<file path="config.mk">
export PLATFORM = sky130hd
export DESIGN_NAME = projection_bbox_finder_flat
export DESIGN_NICKNAME = d
export VERILOG_FILES = /design/src/rtl/projection_bbox_finder_pkg.sv /design/src/rtl/projection_bbox_finder_if.sv /design/src/rtl/projection_bbox_finder_seq_divider.sv /design/src/rtl/projection_bbox_finder.sv /design/src/flat_wrapper.sv
export SDC_FILE = /design/constraint.sdc
export NUM_CORES = 1
export LEC_CHECK = 0
export ABC_AREA = 0
export CORE_ASPECT_RATIO = 0.7
export CORE_MARGIN = 2
export CORE_UTILIZATION = 40
export DETAILED_ROUTE_END_ITERATION = 16
export SLEW_MARGIN = 20
export SYNTH_ARGS = -nofsm -noshare
export SYNTH_HDL_FRONTEND = slang
export SYNTH_SLANG_ARGS = --single-unit
</file>
<file path="constraint.sdc">
create_clock -name clk -period 6.8 [get_ports clk]
set_input_delay 0.68 -clock clk [delete_from_list [all_inputs] [get_ports clk]]
set_output_delay 0.68 -clock clk [all_outputs]
set_load 0.1 [all_outputs]
</file>
<file path="src/rtl/projection_bbox_finder_pkg.sv">
// rtl/projection_bbox_finder_pkg.sv - shared FSM encoding and sizing defaults for the projection bbox finder
package projection_bbox_finder_pkg;

   localparam int NUM_BINS_DEFAULT = 256;
   localparam int COUNT_W_DEFAULT  = 8;
   localparam int SUM_W_DEFAULT    = 24;
   localparam int IDX_W_DEFAULT    = $clog2(NUM_BINS_DEFAULT);

   // Load-to-quotient latency of the restoring divider: one cycle per dividend bit plus the load.
   localparam int DIV_LATENCY = IDX_W_DEFAULT + COUNT_W_DEFAULT + IDX_W_DEFAULT + 1;

   typedef enum logic [2:0] {
      IDLE,
      REQ,
      COLLECT,
      DIV_X,
      DIV_Y,
      FINISH
   } bboxState_t;

   function automatic int divLatency(input int dividendW);
      return dividendW + 1;
   endfunction

endpackage

</file>
<file path="src/rtl/projection_bbox_finder_if.sv">
// rtl/projection_bbox_finder_if.sv - histogram-stage to bbox-finder link (read request plus x/y bin streams)
interface projection_bbox_finder_if #(
   parameter int COUNT_W = 8
);
   logic               readHistogram;
   logic [COUNT_W-1:0] xHistIn;
   logic               xValid;
   logic [COUNT_W-1:0] yHistIn;
   logic               yValid;

   modport master (
      input  readHistogram,
      output xHistIn,
      output xValid,
      output yHistIn,
      output yValid
   );

   modport slave (
      output readHistogram,
      input  xHistIn,
      input  xValid,
      input  yHistIn,
      input  yValid
   );
endinterface

</file>
<file path="src/rtl/projection_bbox_finder_seq_divider.sv">
// rtl/projection_bbox_finder_seq_divider.sv - unsigned restoring divider, one quotient bit per cycle
// Instantiated by projection_bbox_finder only when CENTROID_EN is defined.
module projection_bbox_finder_seq_divider #(
   parameter int DIVIDEND_W = 24,
   parameter int DIVISOR_W  = 16,
   parameter int QUOTIENT_W = 8
) (
   input  logic                  clk,
   input  logic                  reset,
   input  logic                  load,
   input  logic [DIVIDEND_W-1:0] dividend,
   input  logic [DIVISOR_W-1:0]  divisor,
   output logic [QUOTIENT_W-1:0] quotient,
   output logic                  quotientValid
);
   localparam int CNT_W = $clog2(DIVIDEND_W + 1);

   logic [DIVIDEND_W-1:0] quo;
   logic [DIVISOR_W-1:0]  rem;
   logic [DIVISOR_W-1:0]  dvs;
   logic [CNT_W-1:0]      stepsLeft;
   logic [DIVISOR_W:0]    shifted;
   logic                  fits;
   logic [DIVISOR_W-1:0]  remNext;

   // Remainder stays below the divisor, so the trial difference always fits DIVISOR_W bits.
   always_comb begin
      shifted = {rem, quo[DIVIDEND_W-1]};
      fits    = (shifted >= {1'b0, dvs});
      remNext = fits ? (shifted[DIVISOR_W-1:0] - dvs) : shifted[DIVISOR_W-1:0];
   end

   always_ff @(posedge clk) begin
      if (reset) begin
         quo           <= '0;
         rem           <= '0;
         dvs           <= '0;
         stepsLeft     <= '0;
         quotientValid <= 1'b0;
      end else if (load) begin
         quo           <= dividend;
         rem           <= '0;
         dvs           <= divisor;
         stepsLeft     <= CNT_W'(DIVIDEND_W);
         quotientValid <= 1'b0;
      end else if (stepsLeft != '0) begin
         quo           <= {quo[DIVIDEND_W-2:0], fits};
         rem           <= remNext;
         stepsLeft     <= stepsLeft - CNT_W'(1);
         quotientValid <= (stepsLeft == CNT_W'(1));
      end else begin
         quotientValid <= 1'b0;
      end
   end

   assign quotient = quo[QUOTIENT_W-1:0];

endmodule

</file>
<file path="src/rtl/projection_bbox_finder.sv">
// rtl/projection_bbox_finder.sv - per-axis bounding box and weighted centroid of streamed projection histograms
// Centroid divider and weighted sums are built only when CENTROID_EN is defined.
module projection_bbox_finder
   import projection_bbox_finder_pkg::*;
#(
   parameter int NUM_BINS  = NUM_BINS_DEFAULT,
   parameter int COUNT_W   = COUNT_W_DEFAULT,
   parameter int SUM_W     = SUM_W_DEFAULT,
   localparam int IDX_W    = $clog2(NUM_BINS)
) (
   input  logic                   clk,
   input  logic                   reset,
   input  logic                   start,
   input  logic [COUNT_W-1:0]     binThreshold,
   projection_bbox_finder_if.slave hist,
   output logic [IDX_W-1:0]       xMin,
   output logic [IDX_W-1:0]       xMax,
   output logic [IDX_W-1:0]       yMin,
   output logic [IDX_W-1:0]       yMax,
   output logic [IDX_W-1:0]       xCentroid,
   output logic [IDX_W-1:0]       yCentroid,
   output logic                   objectFound,
   output logic                   busy,
   output logic                   done
);

   if (SUM_W < IDX_W + COUNT_W + IDX_W) begin : gSumWidthCheck
      $error("SUM_W too narrow for NUM_BINS and COUNT_W");
   end

   bboxState_t state, nextState;

   // Index 0 is the x axis, index 1 the y axis.
   logic [COUNT_W-1:0] binCount [2];
   logic               binValid [2];
   logic [IDX_W-1:0]   binIdx   [2];
   logic               accept   [2];
   logic               qualify  [2];
   logic [IDX_W:0]     beatCnt  [2];
   logic [IDX_W-1:0]   minIdx   [2];
   logic [IDX_W-1:0]   maxIdx   [2];
   logic               anyHit   [2];
   logic               allBeats;
   logic               objHit;

`ifdef CENTROID_EN
   localparam int TOT_W = COUNT_W + IDX_W;

   logic [TOT_W-1:0] total [2];
   logic [SUM_W-1:0] wSum  [2];
   logic             divLoad;
   logic             divValid;
   logic [IDX_W-1:0] divQuotient;
   logic [IDX_W-1:0] xCentQ;
`endif

   always_comb begin
      binCount[0] = hist.xHistIn;
      binCount[1] = hist.yHistIn;
      binValid[0] = hist.xValid;
      binValid[1] = hist.yValid;
      for (int a = 0; a < 2; a++) begin
         binIdx[a]  = beatCnt[a][IDX_W-1:0];
         // The counter's top bit marks a full axis; later beats are dropped.
         accept[a]  = (state == COLLECT) && binValid[a] && !beatCnt[a][IDX_W];
         qualify[a] = accept[a] && (binCount[a] > binThreshold);
      end
   end

   assign allBeats = beatCnt[0][IDX_W] & beatCnt[1][IDX_W];
   assign objHit   = anyHit[0] & anyHit[1];

   always_ff @(posedge clk) begin
      if (reset || state == REQ) begin
         for (int a = 0; a < 2; a++) begin
            beatCnt[a] <= '0;
            minIdx[a]  <= '0;
            maxIdx[a]  <= '0;
            anyHit[a]  <= 1'b0;
`ifdef CENTROID_EN
            total[a]   <= '0;
            wSum[a]    <= '0;
`endif
         end
      end else begin
         for (int a = 0; a < 2; a++) begin
            if (accept[a]) begin
               beatCnt[a] <= beatCnt[a] + (IDX_W + 1)'(1);
            end
            if (qualify[a]) begin
               if (!anyHit[a]) begin
                  minIdx[a] <= binIdx[a];
               end
               maxIdx[a] <= binIdx[a];
               anyHit[a] <= 1'b1;
`ifdef CENTROID_EN
               total[a]  <= total[a] + TOT_W'(binCount[a]);
               wSum[a]   <= wSum[a] + SUM_W'(binIdx[a]) * SUM_W'(binCount[a]);
`endif
            end
         end
      end
   end

   always_ff @(posedge clk) begin
      if (reset) begin
         state <= IDLE;
      end else begin
         state <= nextState;
      end
   end

   // Divider runs are only worth doing when both axes hold an object.
   always_comb begin
      nextState = state;
`ifdef CENTROID_EN
      divLoad   = 1'b0;
`endif
      case (state)
         IDLE:    if (start) nextState = REQ;
         REQ:     nextState = COLLECT;
         COLLECT: begin
            if (allBeats) begin
               nextState = DIV_X;
`ifdef CENTROID_EN
               divLoad   = objHit;
`endif
            end
         end
         DIV_X: begin
`ifdef CENTROID_EN
            if (!objHit) begin
               nextState = DIV_Y;
            end else if (divValid) begin
               nextState = DIV_Y;
               divLoad   = 1'b1;
            end
`else
            nextState = DIV_Y;
`endif
         end
         DIV_Y: begin
`ifdef CENTROID_EN
            if (!objHit || divValid) nextState = FINISH;
`else
            nextState = FINISH;
`endif
         end
         FINISH:  nextState = IDLE;
         default: nextState = IDLE;
      endcase
   end

   assign hist.readHistogram = (state == REQ);
   assign busy               = (state != IDLE);
   assign done               = (state == FINISH);

`ifdef CENTROID_EN
   projection_bbox_finder_seq_divider #(
      .DIVIDEND_W (SUM_W),
      .DIVISOR_W  (TOT_W),
      .QUOTIENT_W (IDX_W)
   ) u_divider (
      .clk           (clk),
      .reset         (reset),
      .load          (divLoad),
      .dividend      ((state == COLLECT) ? wSum[0] : wSum[1]),
      .divisor       ((state == COLLECT) ? total[0] : total[1]),
      .quotient      (divQuotient),
      .quotientValid (divValid)
   );
`else
   assign xCentroid = '0;
   assign yCentroid = '0;
`endif

   always_ff @(posedge clk) begin
      if (reset) begin
         xMin        <= '0;
         xMax        <= '0;
         yMin        <= '0;
         yMax        <= '0;
         objectFound <= 1'b0;
`ifdef CENTROID_EN
         xCentQ      <= '0;
         xCentroid   <= '0;
         yCentroid   <= '0;
`endif
      end else begin
`ifdef CENTROID_EN
         if (state == DIV_X && divValid) begin
            xCentQ <= divQuotient;
         end
`endif
         if (state == FINISH) begin
            objectFound <= objHit;
            xMin        <= objHit ? minIdx[0] : '0;
            xMax        <= objHit ? maxIdx[0] : '0;
            yMin        <= objHit ? minIdx[1] : '0;
            yMax        <= objHit ? maxIdx[1] : '0;
`ifdef CENTROID_EN
            // The y run's quotient is still held by the divider in FINISH.
            xCentroid   <= objHit ? xCentQ : '0;
            yCentroid   <= objHit ? divQuotient : '0;
`endif
         end
      end
   end

endmodule

</file>
<file path="src/flat_wrapper.sv">
// flat-port wrapper written by rule: the top's interface ports become plain ports
module projection_bbox_finder_flat import projection_bbox_finder_pkg::*;
#(
   parameter int NUM_BINS  = NUM_BINS_DEFAULT,
   parameter int COUNT_W   = COUNT_W_DEFAULT,
   parameter int SUM_W     = SUM_W_DEFAULT,
   localparam int IDX_W    = $clog2(NUM_BINS)
)
  (clk, reset, start, binThreshold, xMin, xMax, yMin, yMax, xCentroid, yCentroid, objectFound, busy, done, hist_readHistogram, hist_xHistIn, hist_xValid, hist_yHistIn, hist_yValid);
  projection_bbox_finder_if #(.COUNT_W(COUNT_W)) hist_i ();
  input  logic clk;
  input  logic reset;
  input  logic start;
  input  logic [COUNT_W-1:0] binThreshold;
  output logic [IDX_W-1:0] xMin;
  output logic [IDX_W-1:0] xMax;
  output logic [IDX_W-1:0] yMin;
  output logic [IDX_W-1:0] yMax;
  output logic [IDX_W-1:0] xCentroid;
  output logic [IDX_W-1:0] yCentroid;
  output logic objectFound;
  output logic busy;
  output logic done;
  output wire logic [$bits(hist_i.readHistogram)-1:0] hist_readHistogram;
  input wire logic [$bits(hist_i.xHistIn)-1:0] hist_xHistIn;
  input wire logic [$bits(hist_i.xValid)-1:0] hist_xValid;
  input wire logic [$bits(hist_i.yHistIn)-1:0] hist_yHistIn;
  input wire logic [$bits(hist_i.yValid)-1:0] hist_yValid;
  assign hist_readHistogram = hist_i.readHistogram;
  assign hist_i.xHistIn = hist_xHistIn;
  assign hist_i.xValid = hist_xValid;
  assign hist_i.yHistIn = hist_yHistIn;
  assign hist_i.yValid = hist_yValid;
  projection_bbox_finder #(.NUM_BINS(NUM_BINS), .COUNT_W(COUNT_W), .SUM_W(SUM_W)) u_core (.clk(clk), .reset(reset), .start(start), .binThreshold(binThreshold), .hist(hist_i), .xMin(xMin), .xMax(xMax), .yMin(yMin), .yMax(yMax), .xCentroid(xCentroid), .yCentroid(yCentroid), .objectFound(objectFound), .busy(busy), .done(done));
endmodule
</file>
[Yosys cells after proc, flatten, opt, wreduce, memory -nomap -nowiden]
Memory sizes are Yosys's and may differ from the RTL's.
Index checks and enable logic that the tools add are counted.
Word-level totals
  bits in writable memories: 52
  memories: 4
  output and inout bits: 52
  flip-flop bits (word level): 36
  logic and storage cells: 80
Memory list
  u_core.beatCnt: words 2, width 9, read ports 2, clocked after memory_dff 0, write ports 2, RTL line projection_bbox_finder.sv:39  | logic [IDX_W:0] beatCnt [2];
  u_core.maxIdx: words 2, width 8, read ports 2, clocked after memory_dff 0, write ports 2, RTL line projection_bbox_finder.sv:41  | logic [IDX_W-1:0] maxIdx [2];
  u_core.minIdx: words 2, width 8, read ports 2, clocked after memory_dff 0, write ports 2, RTL line projection_bbox_finder.sv:40  | logic [IDX_W-1:0] minIdx [2];
  u_core.anyHit: words 2, width 1, read ports 2, clocked after memory_dff 0, write ports 2, RTL line projection_bbox_finder.sv:42  | logic anyHit [2];
Cells by class
  equal/unequal tests: 7
  magnitude comparators: 2
  bitwise gates (word level): 10
  multiplexer cells: 37
  add/subtract/negate cells: 2
  reductions and logical operators: 12
Operators by type and width (number)
  8-bit two-way mux: 8
  1-bit two-way mux: 24
  9-bit by 1-bit adder with 9-bit output (second input constant): 2
  9-bit two-way mux: 2
  8-bit > comparator: 2
  3-bit case mux with 5 select lines: 1
  1-bit OR: 8
  3-bit by 2-bit equality test with 1-bit output (second input constant): 2
  3-bit equality test (second input constant): 2
  1-bit logical AND: 6
  3-bit two-way mux: 2
  3-bit by 1-bit equality test with 1-bit output (second input constant): 1
  3-bit zero test: 1
  3-bit nonzero test: 1
  1-bit bitwise AND: 2
  1-bit zero test: 2
  2-bit by 1-bit inequality test with 1-bit output (second input constant): 1
  2-bit inequality test (second input constant): 1
  2-bit AND reduction: 1
  1-bit logical OR: 1

[Longest topological paths before layout]
  word-level depth: 8
  depth in mapped cells: 8
  gate-level depth less buffers: 7

[Worst setup path after synthesis]
OpenSTA, ideal clock, no wires.
  kind: reg-to-reg
  start point: register u_core.state[0]
  end point: memory u_core.minIdx[0][10] in the netlist's numbering, enable pin
  path buffers: 1
  stages on the path, launching flop included: 6
  setup slack: 3.513 ns
  clock period less this slack: 3.287 ns
  data required time: 6.416 ns
  arrival: 2.903 ns
  cell sequence: dfxtp_1 -> buf_6 -> nor2b_1 -> nor2b_1 -> nor2_1 -> o21ai_0
RTL lines
  start: declaration: RTL line projection_bbox_finder.sv:31  | bboxState_t state, nextState;
  start signal: assignment: RTL line projection_bbox_finder.sv:109  | state <= nextState;
  end: declaration: RTL line projection_bbox_finder.sv:40

==> insert_results.sql <==
INSERT INTO impl_metrics (metric_group, metric, value, unit) VALUES
('clocking', 'cts_resized', '0', ''),
('status', 'outcome', 'finished, final reports clean', ''),
('critical_path', 'crit_path_top_delay_cell', 'sky130_fd_sc_hd__nand4b_1', ''),
('clocking', 'tritoncts.num_buffers', '9', ''),
('placed_design', 'placedInstanceArea', '0.004766', 'mm²'),
('timing', 'finalSetupTns', '0', 'ns'),
('logic_synthesis', 'netlist.top_cell.by_area', 'sky130_fd_sc_hd__edfxtp_1', ''),
('finish', 'layout-drive-gt1-share', '0.1048', ''),
('routing', 'vias', '2756', ''),
('clocking', 'clock_latency', '0.34', 'ns'),
('logic_synthesis', 'synth_commonest_cells', 'sky130_fd_sc_hd__nor2_1, sky130_fd_sc_hd__edfxtp_1, sky130_fd_sc_hd__dfxtp_1', ''),
('die', 'die-width', '125.0', 'µm'),
('global_route', 'grt_use_met2', '0.2297', ''),
('global_route', 'gr-usage-met3', '0.04897', ''),
('global_route', 'globalRouteMet1Util', '0.2333', ''),
('timing', 'normalized_max_slew_margin', '0.3410', ''),
('pwr', 'power.leakage', '0.001822', 'µW'),
('routing', 'detail_route.first_pass.iterations', '4', ''),
('timing', 'whs', '0.4923', 'ns'),
('timing', 'timing.final.max_slew_violations', '0', ''),
('global_route', 'grt_pass1_wl', '13.67', 'mm'),
('placed_design', 'count_of_buffers_from_port_buffering', '64', ''),
('placed_design', 'gp_routability_congestion', '0.7472', ''),
('timing', 'fin_crit', '3.296', 'ns'),
('logic_synthesis', 'netlist.area_leader.share', '0.3810', ''),
('logic_synthesis', 'count_leader_synth', 'sky130_fd_sc_hd__nor2_1', ''),
('logic_synthesis', 'synthArstFlopShare', '0', ''),
('die', 'die-height', '88.70', 'µm'),
('pwr', 'peak_supply_drop', '0.1055', 'mV'),
('critical_path', 'reg2regPathDepth', '4', ''),
('critical_path', 'critPathMaxFanout', '17', ''),
('logic_synthesis', 'netlist_cell_types', '38', ''),
('die', 'fp.coreArea', '0.009834', 'mm²'),
('finish', 'layout-area-overhead-vs-synth', '22.99', '%'),
('logic_synthesis', 'ys_seq_area_frac', '0.5568', ''),
('timing', 'clock-skew-final', '0.004878', 'ns'),
('finish', 'fin_nets', '462', ''),
('logic_synthesis', 'synth_fa_ha_area_frac', '0.05495', ''),
('min_path', 'hold_path.class', 'register to register', ''),
('min_path', 'hold_depth', '2', ''),
('clocking', 'post_cts_hold_buffer_count', '0', ''),
('timing', 'finalHoldViolCount', '0', ''),
('clocking', 'cts_setup_buffers', '0', ''),
('clocking', 'cts.clk_slew.worst_paths', '0.06', 'ns'),
('global_route', 'grt_max_usage_layer', 'met1', ''),
('global_route', 'number_of_antenna_violations_at_the_first_check_in_global_routing', '0', ''),
('logic_synthesis', 'synth-xor-area-share', '0.03205', ''),
('routing', 'drt_iter0_drc', '177', ''),
('global_route', 'grt_pass1_vias', '2593', ''),
('critical_path', 'worst_setup_path_end_kind', 'register', ''),
('clocking', 'cts.htree.levels', '3', ''),
('critical_path', 'timing.critical_path.required', '6.79', 'ns'),
('job', 'drv.max_cap_violation_count', '0', ''),
('min_path', 'whs_endpoint', 'u_core.yMin[3]', ''),
('clocking', 'sinks_on_clock_net', '88', ''),
('die', 'floorplan.initialDensity', '0.4168', ''),
('routing', 'wl_per_cell', '15.35', 'µm'),
('logic_synthesis', 'combinational_family_with_the_most_area_after_synthesis', 'compound AO/OA/AOI/OAI gates', ''),
('critical_path', 'top_family_by_delay_on_critical_path', 'simple AND/OR/NAND/NOR gates', ''),
('global_route', 'grt_start_max_net_pins', '41', ''),
('placed_design', 'detailed_place_hpwl', '6.118', 'mm'),
('finish', 'layoutNonFillerInstCount', '548', ''),
('critical_path', 'timing.critical_path.buf_inv', '2', ''),
('clocking', 'clockRootBuffer', 'sky130_fd_sc_hd__clkbuf_16', ''),
('critical_path', 'cp_common_cell', 'sky130_fd_sc_hd__a21oi_1', ''),
('placed_design', 'place.detailed.instances', '532', ''),
('timing', 'rsz0062_at_grt', 'false', ''),
('logic_synthesis', 'synth.top_cells.by_area', 'sky130_fd_sc_hd__edfxtp_1, sky130_fd_sc_hd__dfxtp_1, sky130_fd_sc_hd__a22oi_1', ''),
('critical_path', 'worstPathArrival', '3.29', 'ns'),
('critical_path', 'sequence_of_cells_on_the_critical_path', 'clkdlybuf4s50_1 -> inv_1 -> ha_1 -> a211o_1 -> a21oi_1 -> a21oi_1 -> nand4b_1 -> nand2_1', ''),
('routing', 'postRouteWirelength', '8.413', 'mm');
worst max-delay path by stage:
stage | startpoint | end | slack, ns | cells after the start
after floorplan | u_core.state[0] | u_core.minIdx[0][10] | 3.51 | 5
after global placement | binThreshold[7] | u_core.minIdx[0][11] | 3.20 | 8
after detailed placement | binThreshold[5] | u_core.minIdx[0][0] | 3.21 | 8
after CTS | u_core.state[0] | done | 3.51 | 5
after global routing | binThreshold[5] | u_core.minIdx[0][3] | 3.35 | 8
final | binThreshold[5] | u_core.minIdx[0][5] | 3.50 | 8
metal layers:
| metal | wire, µm | up-vias |
|---|---|---|
| li1 | - | 1373 |
| met4 | 79 | 0 |
| met2 | 3574 | 62 |
| met3 | 372 | 8 |
| met1 | 4386 | 1313 |
| met5 | 0 | - |
placed cells by master (no fill, tap or decap), types with 10 or more instances in the layout:
cell type,synthesis,final
sky130_fd_sc_hd__nand2_1,13,13
sky130_fd_sc_hd__a21boi_0,13,13
sky130_fd_sc_hd__nor2_1,56,54
sky130_fd_sc_hd__inv_1,10,10
sky130_fd_sc_hd__conb_1,1,16
sky130_fd_sc_hd__clkdlybuf4s50_1,0,64
sky130_fd_sc_hd__edfxtp_1,52,52
sky130_fd_sc_hd__dfxtp_1,36,36
sky130_fd_sc_hd__ha_1,18,18
sky130_fd_sc_hd__a22oi_1,32,32
sky130_fd_sc_hd__a21boi_2,19,19
sky130_fd_sc_hd__nand3_1,11,11
sky130_fd_sc_hd__xor2_1,11,11
state kept, by name, indices dropped and copies added (netlist names), 3 cells and up:
signal	count
u_core.beatCnt	18
u_core.maxIdx	16
u_core.minIdx	16
u_core.state	3
u_core.xMax	8
u_core.xMin	8
u_core.yMax	8
u_core.yMin	8
logic make-up after synthesis:
family	count (synthesis)
buffers and inverters	44
xor gates and xnor gates	15
DFF	88
other	1
and+or+nand+nor	108
adders and majority gates	18
AOI/OAI and AO/OA	82
worst min-delay path: stages (launching register included):
cell and delay (ns):
sky130_fd_sc_hd__edfxtp_1 0.32, sky130_fd_sc_hd__a22oi_1 0.06, sky130_fd_sc_hd__nor2_1 0.07
layout make-up:
class,count,area (µm²)
Clock inverter,6,43.79
Tap cell,128,160.2
Fill cell,880,4793
Multi-Input combinational cell,239,1625
Sequential cell,88,2282
Clock buffer,10,229.0
Timing Repair Buffer,67,663.1
Inverter,10,37.54
report_power, final:
part           total [µW]  switching (µW)  internal, µW
logic                 176             119          56.8
clock network         449             200           249
registers             645            35.5           610
stage by stage:
| step | setup WS, ns | power, µW | util |
|---|---|---|---|
| global route | 3.348 | 1320 | 0.5126 |
| finish | 3.504 | 1271 | 0.5126 |
| global placement | 3.199 | 831.4 | 0.4846 |
| CTS | 3.510 | 1285 | 0.5123 |
| floorplan | 3.513 | 788.3 | - |
| detailed placement | 3.212 | 833.0 | 0.4846 |
Power figures use the tool's default switching activity.
